==> src/rtl/imem_arbiter_if.sv <==
// Instruction-memory arbiter bus: fetch and debug read requesters plus the ROM read port.
// The arbiter takes the slave side; the requesters/ROM model take the master side.
interface imem_arbiter_if #(
  parameter int ALEN = 32,
  parameter int XLEN = 32
);
  logic            if_req_valid;
  logic [ALEN-1:0] if_req_addr;
  logic            if_req_ready;
  logic            if_rsp_valid;
  logic [XLEN-1:0] if_rsp_data;
  logic            if_rsp_err;

  logic            dbg_req_valid;
  logic [ALEN-1:0] dbg_req_addr;
  logic            dbg_req_ready;
  logic            dbg_rsp_valid;
  logic [XLEN-1:0] dbg_rsp_data;
  logic            dbg_rsp_err;

  logic [ALEN-1:0] mem_addr;
  logic [XLEN-1:0] mem_rdata;

  modport slave (
    input  if_req_valid, if_req_addr, dbg_req_valid, dbg_req_addr, mem_rdata,
    output if_req_ready, if_rsp_valid, if_rsp_data, if_rsp_err,
    output dbg_req_ready, dbg_rsp_valid, dbg_rsp_data, dbg_rsp_err, mem_addr
  );

  modport master (
    output if_req_valid, if_req_addr, dbg_req_valid, dbg_req_addr, mem_rdata,
    input  if_req_ready, if_rsp_valid, if_rsp_data, if_rsp_err,
    input  dbg_req_ready, dbg_rsp_valid, dbg_rsp_data, dbg_rsp_err, mem_addr
  );
endinterface

==> src/rtl/imem_arbiter.sv <==
// Two-requester (fetch, debug) arbiter for an async-read instruction ROM.
// Fetch has priority; debug is force-granted after MAX_WAIT stalled cycles.
module imem_arbiter_rsp #(
  parameter int XLEN = 32
) (
  input  logic            clk,
  input  logic            rst,
  input  logic            acc,
  input  logic            mis,
  input  logic [XLEN-1:0] rdata,
  output logic            rsp_valid,
  output logic [XLEN-1:0] rsp_data,
  output logic            rsp_err
);
  localparam logic [XLEN-1:0] NOP = XLEN'(32'h0000_0013);

  // Data/err only move on acceptance so they hold between responses.
  always_ff @(posedge clk or posedge rst) begin
    if (rst) begin
      rsp_valid <= 1'b0;
      rsp_data  <= '0;
      rsp_err   <= 1'b0;
    end else begin
      rsp_valid <= acc;
      if (acc) begin
        rsp_data <= mis ? NOP : rdata;
        rsp_err  <= mis;
      end
    end
  end
endmodule

module imem_arbiter #(
  parameter int ALEN     = 32,
  parameter int XLEN     = 32,
  parameter int MAX_WAIT = 4
) (
  input  logic           clk,
  input  logic           rst,
  imem_arbiter_if.slave  bus
);
  localparam int NREQ = 2;  // lane 0 = fetch, lane 1 = debug

  logic [3:0]                 wait_cnt;
  logic                       force_dbg;
  logic [NREQ-1:0]            grant;
  logic [ALEN-1:0]            mem_addr;
  logic                       mis;
  logic [NREQ-1:0]            rsp_valid;
  logic [NREQ-1:0][XLEN-1:0]  rsp_data;
  logic [NREQ-1:0]            rsp_err;

  assign force_dbg = bus.dbg_req_valid && (wait_cnt >= 4'(MAX_WAIT));
  assign grant[1]  = !rst && bus.dbg_req_valid && (force_dbg || !bus.if_req_valid);
  assign grant[0]  = !rst && bus.if_req_valid && !force_dbg;

  // Idle cycles still present the fetch address to the ROM.
  assign mem_addr     = grant[1] ? bus.dbg_req_addr : bus.if_req_addr;
  assign mis          = |mem_addr[1:0];
  assign bus.mem_addr = mem_addr;

  always_ff @(posedge clk or posedge rst) begin
    if (rst)
      wait_cnt <= '0;
    else if (!bus.dbg_req_valid || grant[1])
      wait_cnt <= '0;
    else if (wait_cnt != 4'hF)
      wait_cnt <= wait_cnt + 4'd1;
  end

  for (genvar i = 0; i < NREQ; i++) begin : g_lane
    imem_arbiter_rsp #(.XLEN(XLEN)) u_rsp (
      .clk       (clk),
      .rst       (rst),
      .acc       (grant[i]),
      .mis       (mis),
      .rdata     (bus.mem_rdata),
      .rsp_valid (rsp_valid[i]),
      .rsp_data  (rsp_data[i]),
      .rsp_err   (rsp_err[i])
    );
  end

  assign bus.if_req_ready  = grant[0];
  assign bus.if_rsp_valid  = rsp_valid[0];
  assign bus.if_rsp_data   = rsp_data[0];
  assign bus.if_rsp_err    = rsp_err[0];
  assign bus.dbg_req_ready = grant[1];
  assign bus.dbg_rsp_valid = rsp_valid[1];
  assign bus.dbg_rsp_data  = rsp_data[1];
  assign bus.dbg_rsp_err   = rsp_err[1];
endmodule

==> src/flat_wrapper.sv <==
// flat-port wrapper written by rule: the top's interface ports become plain ports
module imem_arbiter_flat 
#(
  parameter int ALEN     = 32,
  parameter int XLEN     = 32,
  parameter int MAX_WAIT = 4
)
  (clk, rst, bus_if_req_valid, bus_if_req_addr, bus_dbg_req_valid, bus_dbg_req_addr, bus_mem_rdata, bus_if_req_ready, bus_if_rsp_valid, bus_if_rsp_data, bus_if_rsp_err, bus_dbg_req_ready, bus_dbg_rsp_valid, bus_dbg_rsp_data, bus_dbg_rsp_err, bus_mem_addr);
  imem_arbiter_if #(.ALEN(ALEN), .XLEN(XLEN)) bus_i ();
  input  logic clk;
  input  logic rst;
  input wire logic [$bits(bus_i.if_req_valid)-1:0] bus_if_req_valid;
  input wire logic [$bits(bus_i.if_req_addr)-1:0] bus_if_req_addr;
  input wire logic [$bits(bus_i.dbg_req_valid)-1:0] bus_dbg_req_valid;
  input wire logic [$bits(bus_i.dbg_req_addr)-1:0] bus_dbg_req_addr;
  input wire logic [$bits(bus_i.mem_rdata)-1:0] bus_mem_rdata;
  output wire logic [$bits(bus_i.if_req_ready)-1:0] bus_if_req_ready;
  output wire logic [$bits(bus_i.if_rsp_valid)-1:0] bus_if_rsp_valid;
  output wire logic [$bits(bus_i.if_rsp_data)-1:0] bus_if_rsp_data;
  output wire logic [$bits(bus_i.if_rsp_err)-1:0] bus_if_rsp_err;
  output wire logic [$bits(bus_i.dbg_req_ready)-1:0] bus_dbg_req_ready;
  output wire logic [$bits(bus_i.dbg_rsp_valid)-1:0] bus_dbg_rsp_valid;
  output wire logic [$bits(bus_i.dbg_rsp_data)-1:0] bus_dbg_rsp_data;
  output wire logic [$bits(bus_i.dbg_rsp_err)-1:0] bus_dbg_rsp_err;
  output wire logic [$bits(bus_i.mem_addr)-1:0] bus_mem_addr;
  assign bus_i.if_req_valid = bus_if_req_valid;
  assign bus_i.if_req_addr = bus_if_req_addr;
  assign bus_i.dbg_req_valid = bus_dbg_req_valid;
  assign bus_i.dbg_req_addr = bus_dbg_req_addr;
  assign bus_i.mem_rdata = bus_mem_rdata;
  assign bus_if_req_ready = bus_i.if_req_ready;
  assign bus_if_rsp_valid = bus_i.if_rsp_valid;
  assign bus_if_rsp_data = bus_i.if_rsp_data;
  assign bus_if_rsp_err = bus_i.if_rsp_err;
  assign bus_dbg_req_ready = bus_i.dbg_req_ready;
  assign bus_dbg_rsp_valid = bus_i.dbg_rsp_valid;
  assign bus_dbg_rsp_data = bus_i.dbg_rsp_data;
  assign bus_dbg_rsp_err = bus_i.dbg_rsp_err;
  assign bus_mem_addr = bus_i.mem_addr;
  imem_arbiter #(.ALEN(ALEN), .XLEN(XLEN), .MAX_WAIT(MAX_WAIT)) u_core (.clk(clk), .rst(rst), .bus(bus_i));
endmodule
==> config.mk <==
export PLATFORM = sky130hd
export DESIGN_NAME = imem_arbiter_flat
export DESIGN_NICKNAME = d
export VERILOG_FILES = /design/src/rtl/imem_arbiter_if.sv /design/src/rtl/imem_arbiter.sv /design/src/flat_wrapper.sv
export SDC_FILE = /design/constraint.sdc
export NUM_CORES = 1
export LEC_CHECK = 0
export ABC_CLOCK_PERIOD_IN_PS = 5400
export BUFFER_PORTS_ARGS = -buffer_cell sky130_fd_sc_hd__buf_4
export CELL_PAD_IN_SITES_DETAIL_PLACEMENT = 1
export CELL_PAD_IN_SITES_GLOBAL_PLACEMENT = 1
export CORE_ASPECT_RATIO = 0.75
export CORE_MARGIN = 2
export CORE_UTILIZATION = 34
export CTS_CLUSTER_DIAMETER = 50
export CTS_CLUSTER_SIZE = 20
export DETAILED_ROUTE_END_ITERATION = 8
export PLACE_DENSITY = 0.85
export SETUP_SLACK_MARGIN = 0.02
export SYNTH_ARGS = -nofsm -noshare
export SYNTH_HDL_FRONTEND = slang
export SYNTH_SLANG_ARGS = --single-unit
==> constraint.sdc <==
create_clock -name clk -period 5.4 [get_ports clk]
set_input_delay 0 -clock clk [delete_from_list [all_inputs] [get_ports clk]]
set_output_delay 0 -clock clk [all_outputs]
set_load 0.03 [all_outputs]
==> metrics.yaml, run 1 <==
run_status:
  status: "finished, violations left"
  violations: "hold timing"
synth:
  netlist_area_um2: 3540
  synth_top_area_frac: 0.508
  ys_types: 20
  ys_ff_latch: 72
  yosysTopAreaCell: "dfrtp_1"
  synth.top_cells.by_area: "dfrtp_1 (51%), mux2i_1 (17%), mux2_2 (9.2%), inv_1 (6.6%), nand2_1 (6.3%)"
  ys.warnings.count: 0
  synth_cells: 333
  ys_seq_area_frac: 0.508
  synth.avg_cell_area_um2: 10.6
  syn_nets: 434
grt:
  grt_overflow_total: 0
  antenna_found_initial: 0
  grt_use_total: 0.227
  grt_use_met3: 0.0597
  grtUsageMet2: 0.391
  globalRoute.busiestLayer: "met2"
  grt_pass1_vias: 3548
  met1_usage: 0.280
  grt_pass1_wl_um: 19300
  grt_max_degree: 73
timing:
  fin_skew_ns: 0.00902
  fmax_ghz: 0.320
  slew_violations: 0
  finalCritPeriodShare: 0.579
  timing.hold.ws_ns: -0.0196
  setup_violations: 0
  finalHoldViolations: 6
  setup_tns_ns: 0
  tightest_slew_ns: 1.28
  min_period_ns: 3.13
  rsz0062_at_grt: "false"
  slew_headroom: 0.144
worst_hold_path:
  hold_path.class: "in -> async"
worst_setup_path:
  cp_max_fo: 35
  cp-start-kind: "flop"
  crit_path_end_kind: "primary output"
  arrival_ns: 3.13
  required_ns: 5.40
  critPathKind: "reg -> out"
layout:
  multi_input_area_um2: 1430
  final_util: 0.565
  mostFrequentLayoutCell: "buf_4"
  final_cell_mix: "buf_4 (207), dfrtp_1 (72), inv_1 (61), mux2i_1 (61), nand2_1 (59)"
  nFillCells: 1127
  nNetsFinal: 666
  n_antenna_cell: 0
  fin_area_um2: 5770
  drive_above_1_share: 0.453
  seq_area_um2: 1800
  area_growth_syn_to_layout_pct: 62.9
power_and_ir_drop:
  power.share.clock: 0.331
  peakVddDrop_mv: 0.139
  p_switching_w: 0.000555
  pwr-share-seq: 0.375
  switching_share: 0.330
  power.density_nw_per_um2: 292
  power_frac_comb: 0.293
  p_leak_nw: 2.93
  internal_power_w: 0.00113
drt:
  routedWlPerCell_um: 17.8
  drt-total-wl_um: 12600
  drt_iter0_markers: 104
  first_pass_iters: 4
  via_per_inst: 4.54
  ant_nets: 0
  drc: 0
  num_vias: 3204
die:
  dieArea_um2: 11300
  rows: 32
  core-area_um2: 10200
  die_y_um: 92.4
  ios: 202
  start_util: 0.347
  fp.dieW_um: 122
job:
  maxCapViolCount: 0
clocking:
  cts_max_path_buffers: 2
  cts-resized-gates: 0
  cts_tree: "built"
  cts-buffers-inserted: 9
  path_clk_slew_ns: 0.06
  root_buffer: "clkbuf_16"
  cts.sink_count: 72
  clkLatencyLatePin_ns: 0.33
  htreeDepth: 3
place:
  placed_area_um2: 5190
  hpwlAfterDp_um: 9110
  io_buffers: 201
  globalplace.congestion: 0.779
==> power groups by stage <==
stage | Clock [W] | Sequential, W | Combinational (W)
after detailed placement | 0 | 0.000640 | 0.000477
final | 0.000558 | 0.000632 | 0.000493
after floorplan | 0 | 0.000742 | 0.000151
after global placement | 0 | 0.000637 | 0.000463
after global routing | 0.000600 | 0.000639 | 0.000524
after CTS | 0.000573 | 0.000632 | 0.000495
==> cell families (layout without fill, tap and decap cells) <==
group,after synthesis,count (layout),share of synthesized area
adder cells (fa/ha/maj),1,1,0.00353
XOR/XNOR,1,1,0.00247
buffers and inverters,78,315,0.0922
flip-flops,72,72,0.508
AND/OR/NAND/NOR,79,79,0.0957
multiplexers,99,99,0.293
AO/OA/AOI/OAI,3,3,0.00459
==> sequential cells by signal, indices dropped and copies added, names as in the netlist <==
register	count
u_core.g_lane.u_rsp.rsp_err	2
u_core.g_lane.u_rsp.rsp_data	64
u_core.wait_cnt	4
u_core.g_lane.u_rsp.rsp_valid	2
==> metal layers <==
metal  wire, um  vias to the layer above
met2       6220                      104
met5          0                        -
met3        702                       20
met4        209                        0
li1           -                     1520
met1       5430                     1560
==> final timing paths <==
kind                                                          from                                  end  slack [ns]  cells after the start
worst min register to register  u_core.g_lane[0].u_rsp.rsp_data[4]   u_core.g_lane[0].u_rsp.rsp_data[4]        0.51                      1
max in group asynchronous                                      rst  u_core.g_lane[0].u_rsp.rsp_data[20]        4.77                      3
worst max register to register                  u_core.wait_cnt[2]  u_core.g_lane[1].u_rsp.rsp_data[12]        2.54                      5
worst max-delay path                            u_core.wait_cnt[2]                     bus_mem_addr[24]        2.27                      5
worst min-delay path                                           rst   u_core.g_lane[0].u_rsp.rsp_data[4]       -0.02                      3
min in group clk                                  bus_mem_rdata[0]   u_core.g_lane[0].u_rsp.rsp_data[0]        0.03                      3
==> synthesized netlist by cell type, drive strengths merged <==
cell type   n
or3         6
nor2        6
buf        10
o21ai       2
ha          1
nand3       3
a31oi       1
nor3b       3
xnor2       1
mux2i      61
mux2       38
nor3        2
nand2      59
dfrtp      72
inv        62
clkbuf      6
==> cell type report <==
cell class              instances  share of cell area
clock buffers                  10              0.0414
clock inverters                 6             0.00759
inverters                      62              0.0403
multi-input cells             183               0.248
flip-flops and latches         72               0.312
well taps                     136              0.0295
repair buffers                237               0.321
==> stage by stage <==
step / setup slack (ns) / cells / hold WS (ns) / total power, W
5_1_grt: 2.10 / 706 / 0.0320 / 0.00176
6_report: 2.27 / 706 / -0.0196 / 0.00168
3_5_place_dp: 2.54 / 660 / 0.268 / 0.00112
4_1_cts: 2.23 / 706 / 0.0235 / 0.00170
2_1_floorplan: 2.62 / 333 / 0.134 / 0.000893
3_3_place_gp: 2.75 / 660 / 0.263 / 0.00110
==> worst max-delay path, stage by stage (launching register included) <==
cell and delay (ns):
dfrtp_1 0.46, nor3b_2 0.11, nor3b_4 1.03, buf_4 0.57, mux2_2 0.44, buf_4 0.18
==> timing repair <==
| action | CTS | global route |
|---|---|---|
| hold endpoints to repair | 60 | 0 |
| buffers inserted | 0 | 0 |
| hold buffers | 30 | 0 |
(Power assumes the default switching activity.)
==> run 2, diff against run 1 <==
Settings changed: ABC_AREA set to 1, ABC_CLOCK_PERIOD_IN_PS 5400 to 2900, CORE_UTILIZATION 34 to 30, PLACE_DENSITY 0.85 to 0.81.
Clock period 5.4 ns to 2.9 ns, I/O delays scaled along.
==> run 2 against run 1 <==
The run now ends clean. Non-clock buffer count unchanged. Largest power group is now clock. Synthesized cell count grew 29%. Worst hold slack improved by 0.037 ns. Die area increased by 11%. First-iteration DRC count up 38%. Wire length grew 6.9%. Setup slack got worse by 1.6 ns. Count of clock-buffer cells in the layout up 1. Power up 100%. Critical endpoint is now bus_mem_addr[26]. Highest routed layer unchanged. Clock power is 150% higher. Final cell count is 13% higher. Cell area decreased by 1.5%.
==> metrics.yaml, run 2 <==
grt:
  antenna_found_initial: 0  # unchanged
  grt_overflow_total: 0  # unchanged
  grt_pass1_vias: 4087  # +15%
  grt_pass1_wl_um: 21000  # +8.5%
  grt_use_total: 0.210  # -0.0165
  grt_max_degree: 64  # -12%
timing:
  slew_headroom: 0.502  # +0.358
  min_period_ns: 2.23
  finalCritPeriodShare: 0.769
  fmax_ghz: 0.448
  rsz0062_at_grt: "false"
  finalHoldViolations: 0  # -6
  setup_tns_ns: 0  # unchanged
  timing.final.ws_setup_ns: 0.670  # -1.60 ns
  slew_violations: 0  # unchanged
  fin_skew_ns: 0.00721  # -0.00181 ns
  setup_violations: 0  # unchanged
  tightest_slew_ns: 0.746  # -0.537 ns
clocking:
  cts.sink_count: 72  # unchanged
  clkLatencyLatePin_ns: 0.33  # about the same
  root_buffer: "clkbuf_16"
  cts_max_path_buffers: 2  # unchanged
  htreeDepth: 3  # unchanged
  cts_tree: "built"
  path_clk_slew_ns: 0.06  # about the same
  cts-buffers-inserted: 9  # unchanged
  cts-resized-gates: 0  # unchanged
drt:
  drc: 0  # unchanged
  first_pass_iters: 4  # unchanged
  drt_iter0_markers: 144  # +38%
  wl_met3_um: 609  # -13%
  routedWlPerCell_um: 16.8  # -5.3%
  ant_nets: 0  # unchanged
  wl_met2_um: 6970  # +12%
  drt-total-wl_um: 13400  # +6.9%
  met1_length_um: 5750  # +6.0%
  dr.max_layer_used: "met4"
  num_vias: 3884  # +21%
  via_per_inst: 4.87  # +7.4%
place:
  hpwlAfterDp_um: 9310  # +2.3%
  globalplace.congestion: 0.783  # +0.54%
  preCtsSetupSlack_ns: 0.883  # -1.66 ns
  io_buffers: 201  # unchanged
synth:
  yosysMostFrequentCell: "nand2_1"
  ys_ff_latch: 72  # unchanged
  synth_async_sr_flop_share: 1.00  # unchanged
  synth.avg_cell_area_um2: 8.11  # -24%
  synth_top_flop_cell: "dfrtp_1"
  syn_nets: 532  # +23%
  yosys-top-cells-count: "nand2_1 (232), dfrtp_1 (72), nand4_1 (59)"
  ys_types: 20  # unchanged
  synth_top_area_frac: 0.515  # +0.00692
  netlist_area_um2: 3500  # -1.3%
  synth.top_cells.by_area: "dfrtp_1 (52%), nand2_1 (25%), nand4_1 (11%), buf_6 (3.9%), buf_2 (1.7%)"
  ys_seq_area_frac: 0.515  # +0.00692
  synth_cells: 431  # +29%
  yosysTopAreaCell: "dfrtp_1"
  synth_edf_count: 0  # unchanged
  ys.warnings.count: 0  # unchanged
power_and_ir_drop:
  power.density_nw_per_um2: 605  # +110%
  switching_share: 0.303  # -0.0266
  p_leak_nw: 3.23  # +9.9%
  pwr-share-seq: 0.338  # -0.037
  power.share.clock: 0.400  # +0.069
  internal_power_w: 0.00240  # +110%
  p_switching_w: 0.00104  # +88%
  power_frac_comb: 0.261  # -0.032
  peakVddDrop_mv: 0.304  # +120%
layout:
  drive_above_1_share: 0.355  # -0.0973
  area_growth_syn_to_layout_pct: 62.7
  largest_reg_flops: 64  # unchanged
  final_cell_mix: "nand2_1 (232), buf_4 (204), dfrtp_1 (72)"
  mostFrequentLayoutCell: "nand2_1"
  n_antenna_cell: 0  # unchanged
  top_regs: "u_core.g_lane.u_rsp.rsp_data: 64 flops, u_core.wait_cnt: 4 flops"
  final_util: 0.495  # -0.0702
  regMostFlops: "u_core.g_lane.u_rsp.rsp_data"
  nNetsFinal: 749  # +12%
die:
  start_util: 0.304  # -0.0427
  die_y_um: 97.5  # +5.5%
  fp.dieW_um: 129  # +5.6%
  rows: 34  # +6.3%
  core-area_um2: 11500  # +12%
  dieArea_um2: 12500  # +11%
  ios: 202  # unchanged
worst_setup_path:
  cp_max_fo: 37  # +5.7%
  crit_path_end_kind: "primary output"
  arrival_ns: 2.23  # -0.90 ns
  cp-start-kind: "flop"
  required_ns: 2.90  # -2.50 ns
  critPathKind: "reg -> out"
run_status:
  status: "complete, no violations"
job:
  maxCapViolCount: 0  # unchanged
worst_hold_path:
  hold_path.class: "in -> reg"
## run 2: changes by cell type after synthesis, moves of 5 or more
cell / before / now
buf_2: 3 / 12
buf_6: 1 / 12
inv_1: 62 / 10
mux2_1: 9 / 0
mux2_2: 29 / 0
mux2i_1: 61 / 0
nand2_1: 59 / 232
nand2_2: 0 / 5
nand4_1: 0 / 59
or3_1: 6 / 0
## run 2: metal layers
layer	GRT usage	up-vias
met5	0	-
met4	0.0376	0
met3	0.0424	9
met2	0.379	110
met1	0.261	1940
li1	-	1825
## run 2: what timing repair did
item	4_1_cts	5_1_grt
hold endpoints to repair	90	0
hold buffers	31	0
setup buffers	0	0
## run 2: worst max-delay path, cell delays in order (launching register included)
cell and delay, ns:
dfrtp_1 0.43, o21ai_1 0.13, nand2_2 0.14, nand2_2 0.12
inv_2 0.46, buf_12 0.28, nand2_1 0.08, nand2_1 0.09
buf_4 0.17
## run 2: per-stage QoR
| stage | cells | total power [W] | cell area [um2] | hold slack, ns |
|---|---|---|---|---|
| 2_1_floorplan | 431 | 0.00166 | 3500 | 0.151 |
| 3_3_place_gp | 750 | 0.00202 | 5010 | 0.183 |
| 4_1_cts | 797 | 0.00347 | 5690 | 0.00886 |
| 5_1_grt | 797 | 0.00358 | 5690 | 0.0502 |
| 6_report | 797 | 0.00344 | 5690 | 0.0174 |
| 3_5_place_dp | 750 | 0.00205 | 5010 | 0.214 |
## run 2: logic make-up after synthesis
kind of cell | Yosys count | synth area share
AND/OR/NAND/NOR | 308 | 0.386
adder cells (fa/ha/maj) | 1 | 0.00358
flip-flops | 72 | 0.515
buffers and inverters | 43 | 0.0816
AO/OA/AOI/OAI | 4 | 0.00572
XOR/XNOR | 3 | 0.00752
## run 2: final timing paths
check                                                    start                                  end  slack (ns)  cells past startpoint
hold / removal                                bus_mem_rdata[1]   u_core.g_lane[1].u_rsp.rsp_data[1]        0.02                      5
setup reg to reg                            u_core.wait_cnt[2]   u_core.g_lane[1].u_rsp.rsp_data[0]        0.79                      8
hold reg to reg            u_core.g_lane[0].u_rsp.rsp_data[20]  u_core.g_lane[0].u_rsp.rsp_data[20]        0.48                      2
min in group asynchronous                                  rst                   u_core.wait_cnt[2]        0.40                      3
max in group asynchronous                                  rst   u_core.g_lane[0].u_rsp.rsp_data[2]        1.81                      4
setup / recovery                            u_core.wait_cnt[2]                     bus_mem_addr[26]        0.67                      8
## run 2: area by class of cell
| cell class | instances | area [um2] |
|---|---|---|
| inverters | 12 | 45.0 |
| flip-flops and latches | 72 | 1800 |
| clock buffers | 11 | 243 |
| fillers | 1362 | 5800 |
| multi-input cells | 316 | 1410 |
| clock inverters | 5 | 128 |
| well taps | 144 | 180 |
| repair buffers | 237 | 1880 |
## run 2: power by group through the flow
| stage | Clock [W] | Sequential [W] | Combinational, W |
|---|---|---|---|
| finish | 0.00138 | 0.00116 | 0.000900 |
| global route | 0.00145 | 0.00118 | 0.000961 |
| CTS | 0.00140 | 0.00116 | 0.000906 |
| detailed placement | 0 | 0.00118 | 0.000869 |
| global placement | 0 | 0.00118 | 0.000843 |
| floorplan | 0 | 0.00135 | 0.000311 |
==> run 3, diff against run 2 <==
Settings changed: ABC_CLOCK_PERIOD_IN_PS 2900 to 2000, CORE_UTILIZATION 30 to 27, PLACE_DENSITY 0.81 to 0.77.
Clock period 2.9 ns to 2 ns, I/O delays scaled along.
==> run 3 against run 2 <==
Via count is 0.64% lower. Clock skew shrank 0.0017 ns. Sequential power grew 46%. Wire length increased by 0.83%. Critical path type unchanged. Highest routed layer unchanged. Setup slack lost 0.54 ns. Utilization decreased by 3.2 points.
==> metrics.yaml, run 3 (synthesis gave the netlist of run 2 again) <==
layout:
  final_cell_mix: "nand2_1 (232), buf_4 (203), dfrtp_1 (72)"
  mostFrequentLayoutCell: "nand2_1"
  largest_reg_flops: 64  # unchanged
  n_antenna_cell: 0  # unchanged
  top_regs: "u_core.g_lane.u_rsp.rsp_data: 64 flops, u_core.wait_cnt: 4 flops"
  seq_area_um2: 1800  # unchanged
  multi_input_area_um2: 1430  # +1.6%
  area_growth_syn_to_layout_pct: 64.8
  regMostFlops: "u_core.g_lane.u_rsp.rsp_data"
  nFillCells: 1509  # +11%
  nNetsFinal: 755  # +0.80%
  drive_above_1_share: 0.358  # +0.00284
timing:
  fmax_ghz: 0.535
  fin_skew_ns: 0.00555  # -0.00166 ns
  finalHoldViolations: 0  # unchanged
  slew_headroom: 0.567  # +0.0656
  slew_violations: 0  # unchanged
  rsz0062_at_grt: "true"
  min_period_ns: 1.87
  tightest_slew_ns: 0.648  # -0.0980 ns
  setup_tns_ns: 0  # unchanged
  timing.final.ws_setup_ns: 0.130  # -0.540 ns
  finalCritPeriodShare: 0.935
  setup_violations: 0  # unchanged
drt:
  drt-total-wl_um: 13500  # +0.83%
  drt_iter0_markers: 185  # +28%
  ant_nets: 0  # unchanged
  drc: 0  # unchanged
  routedWlPerCell_um: 16.4  # -2.6%
  first_pass_iters: 4  # unchanged
  via_per_inst: 4.68  # -4.0%
  num_vias: 3859  # -0.64%
clocking:
  cts.sink_count: 72  # unchanged
  cts_tree: "built"
  clkLatencyLatePin_ns: 0.33  # about the same
  cts_max_path_buffers: 2  # unchanged
  root_buffer: "clkbuf_16"
  path_clk_slew_ns: 0.06  # about the same
  htreeDepth: 3  # unchanged
  cts-buffers-inserted: 9  # unchanged
worst_setup_path:
  cp_max_fo: 23  # -38%
  cp-start-kind: "flop"
  required_ns: 2.00  # -0.90 ns
  crit_path_end_kind: "primary output"
  critPathKind: "reg -> out"
  arrival_ns: 1.87  # -0.36 ns
grt:
  grt_pass1_vias: 4043  # -1.1%
  grt_overflow_total: 0  # unchanged
  grt_pass1_wl_um: 21000  # +0.20%
  grt_max_degree: 40  # -38%
  antenna_found_initial: 0  # unchanged
  grt_use_total: 0.193  # -0.0168
power_and_ir_drop:
  switching_share: 0.334  # +0.0313
  power.density_nw_per_um2: 791  # +31%
  p_leak_nw: 3.24  # +0.46%
  peakVddDrop_mv: 0.423  # +39%
  p_switching_w: 0.00152  # +46%
  internal_power_w: 0.00303  # +26%
  power.share.clock: 0.336  # -0.064
  power_frac_comb: 0.294  # +0.033
  pwr-share-seq: 0.370  # +0.032
run_status:
  status: "complete, no violations"
die:
  core-area_um2: 12400  # +8.3%
  fp.dieW_um: 135  # +5.2%
  dieArea_um2: 13900  # +11%
  die_y_um: 103  # +5.2%
  start_util: 0.281  # -0.0233
  ios: 202  # unchanged
  rows: 35  # +2.9%
place:
  hpwlAfterDp_um: 9610  # +3.1%
  globalplace.congestion: 0.783  # about the same
  preCtsSetupSlack_ns: 0.222  # -0.661 ns
  io_buffers: 201  # unchanged
worst_hold_path:
  hold_path.class: "in -> reg"
job:
  maxCapViolCount: 0  # unchanged
==> run 3: cell count changes in the layout (fill, tap and decap cells not counted), moves of 2 or more <==
cell	delta
inv_2	-2
dlygate4sd3_1	+2
clkinv_2	+2
nand2_8	+2
bufinv_16	-4
buf_12	+3
==> run 3: final timing paths <==
path / startpoint / endpoint / slack, ns / cells past startpoint
max: u_core.wait_cnt[2] / bus_mem_addr[0] / 0.13 / 8
min: bus_mem_rdata[0] / u_core.g_lane[0].u_rsp.rsp_data[0] / 0.01 / 5
max reg2reg: u_core.wait_cnt[2] / u_core.g_lane[0].u_rsp.rsp_err / 0.25 / 9
min reg2reg: u_core.g_lane[1].u_rsp.rsp_data[23] / u_core.g_lane[1].u_rsp.rsp_data[23] / 0.48 / 2
max in group asynchronous: rst / u_core.g_lane[0].u_rsp.rsp_data[22] / 1.01 / 4
min in group asynchronous: rst / u_core.wait_cnt[3] / 0.34 / 3
==> run 3: worst max-delay path, stage by stage, from the launching register on <==
cell and delay (ns):
dfrtp_1 0.42, o21ai_1 0.18, nand2_2 0.13, nand2_4 0.16, nand2_2 0.12, nand2_8 0.14, buf_12 0.17, inv_1 0.05
buf_4 0.16
==> run 3: layout make-up <==
type                       count  share of cell area
clock buffer                  12              0.0445
timing repair buffer         243               0.344
inverter                      12             0.00934
sequential                    72               0.313
multi-input combinational    316               0.248
tap                          166              0.0361
clock inverter                 4             0.00500
==> run 3: what timing repair did <==
| action | CTS | global route |
|---|---|---|
| setup buffers | 0 | 0 |
| pin swaps | 0 | 0 |
| hold buffers | 33 | 0 |
| hold endpoints to repair | 94 | 0 |
| gates resized for setup | 4 | 8 |
| setup endpoints to repair | 4 | 21 |
==> run 3: per-layer routing <==
metal / vias up / GRT usage / part of all wire
met5: - / 0 / 0
met4: 0 / 0.0361 / 0.0083
met3: 14 / 0.0605 / 0.064
met1: 1901 / 0.240 / 0.42
li1: 1837 / - / -
met2: 107 / 0.338 / 0.51
==> run 3: power by group through the flow <==
stage / clock [W] / sequential (W) / combinational, W
2_1_floorplan: 0 / 0.00196 / 0.000452
3_3_place_gp: 0 / 0.00170 / 0.00126
3_5_place_dp: 0 / 0.00171 / 0.00128
4_1_cts: 0.00157 / 0.00169 / 0.00134
5_1_grt: 0.00163 / 0.00170 / 0.00144
6_report: 0.00153 / 0.00169 / 0.00134
==> run 3: metrics by stage <==
step            util  hold slack [ns]  instance area (um2)  cells  power [W]
6_report       0.463           0.0147                 5760    825    0.00456
5_1_grt        0.463           0.0379                 5760    825    0.00477
4_1_cts        0.461           0.0137                 5730    826    0.00460
3_5_place_dp   0.410            0.140                 5100    777    0.00299
3_3_place_gp   0.410            0.123                 5100    777    0.00296
2_1_floorplan      -            0.151                 3500    431    0.00241
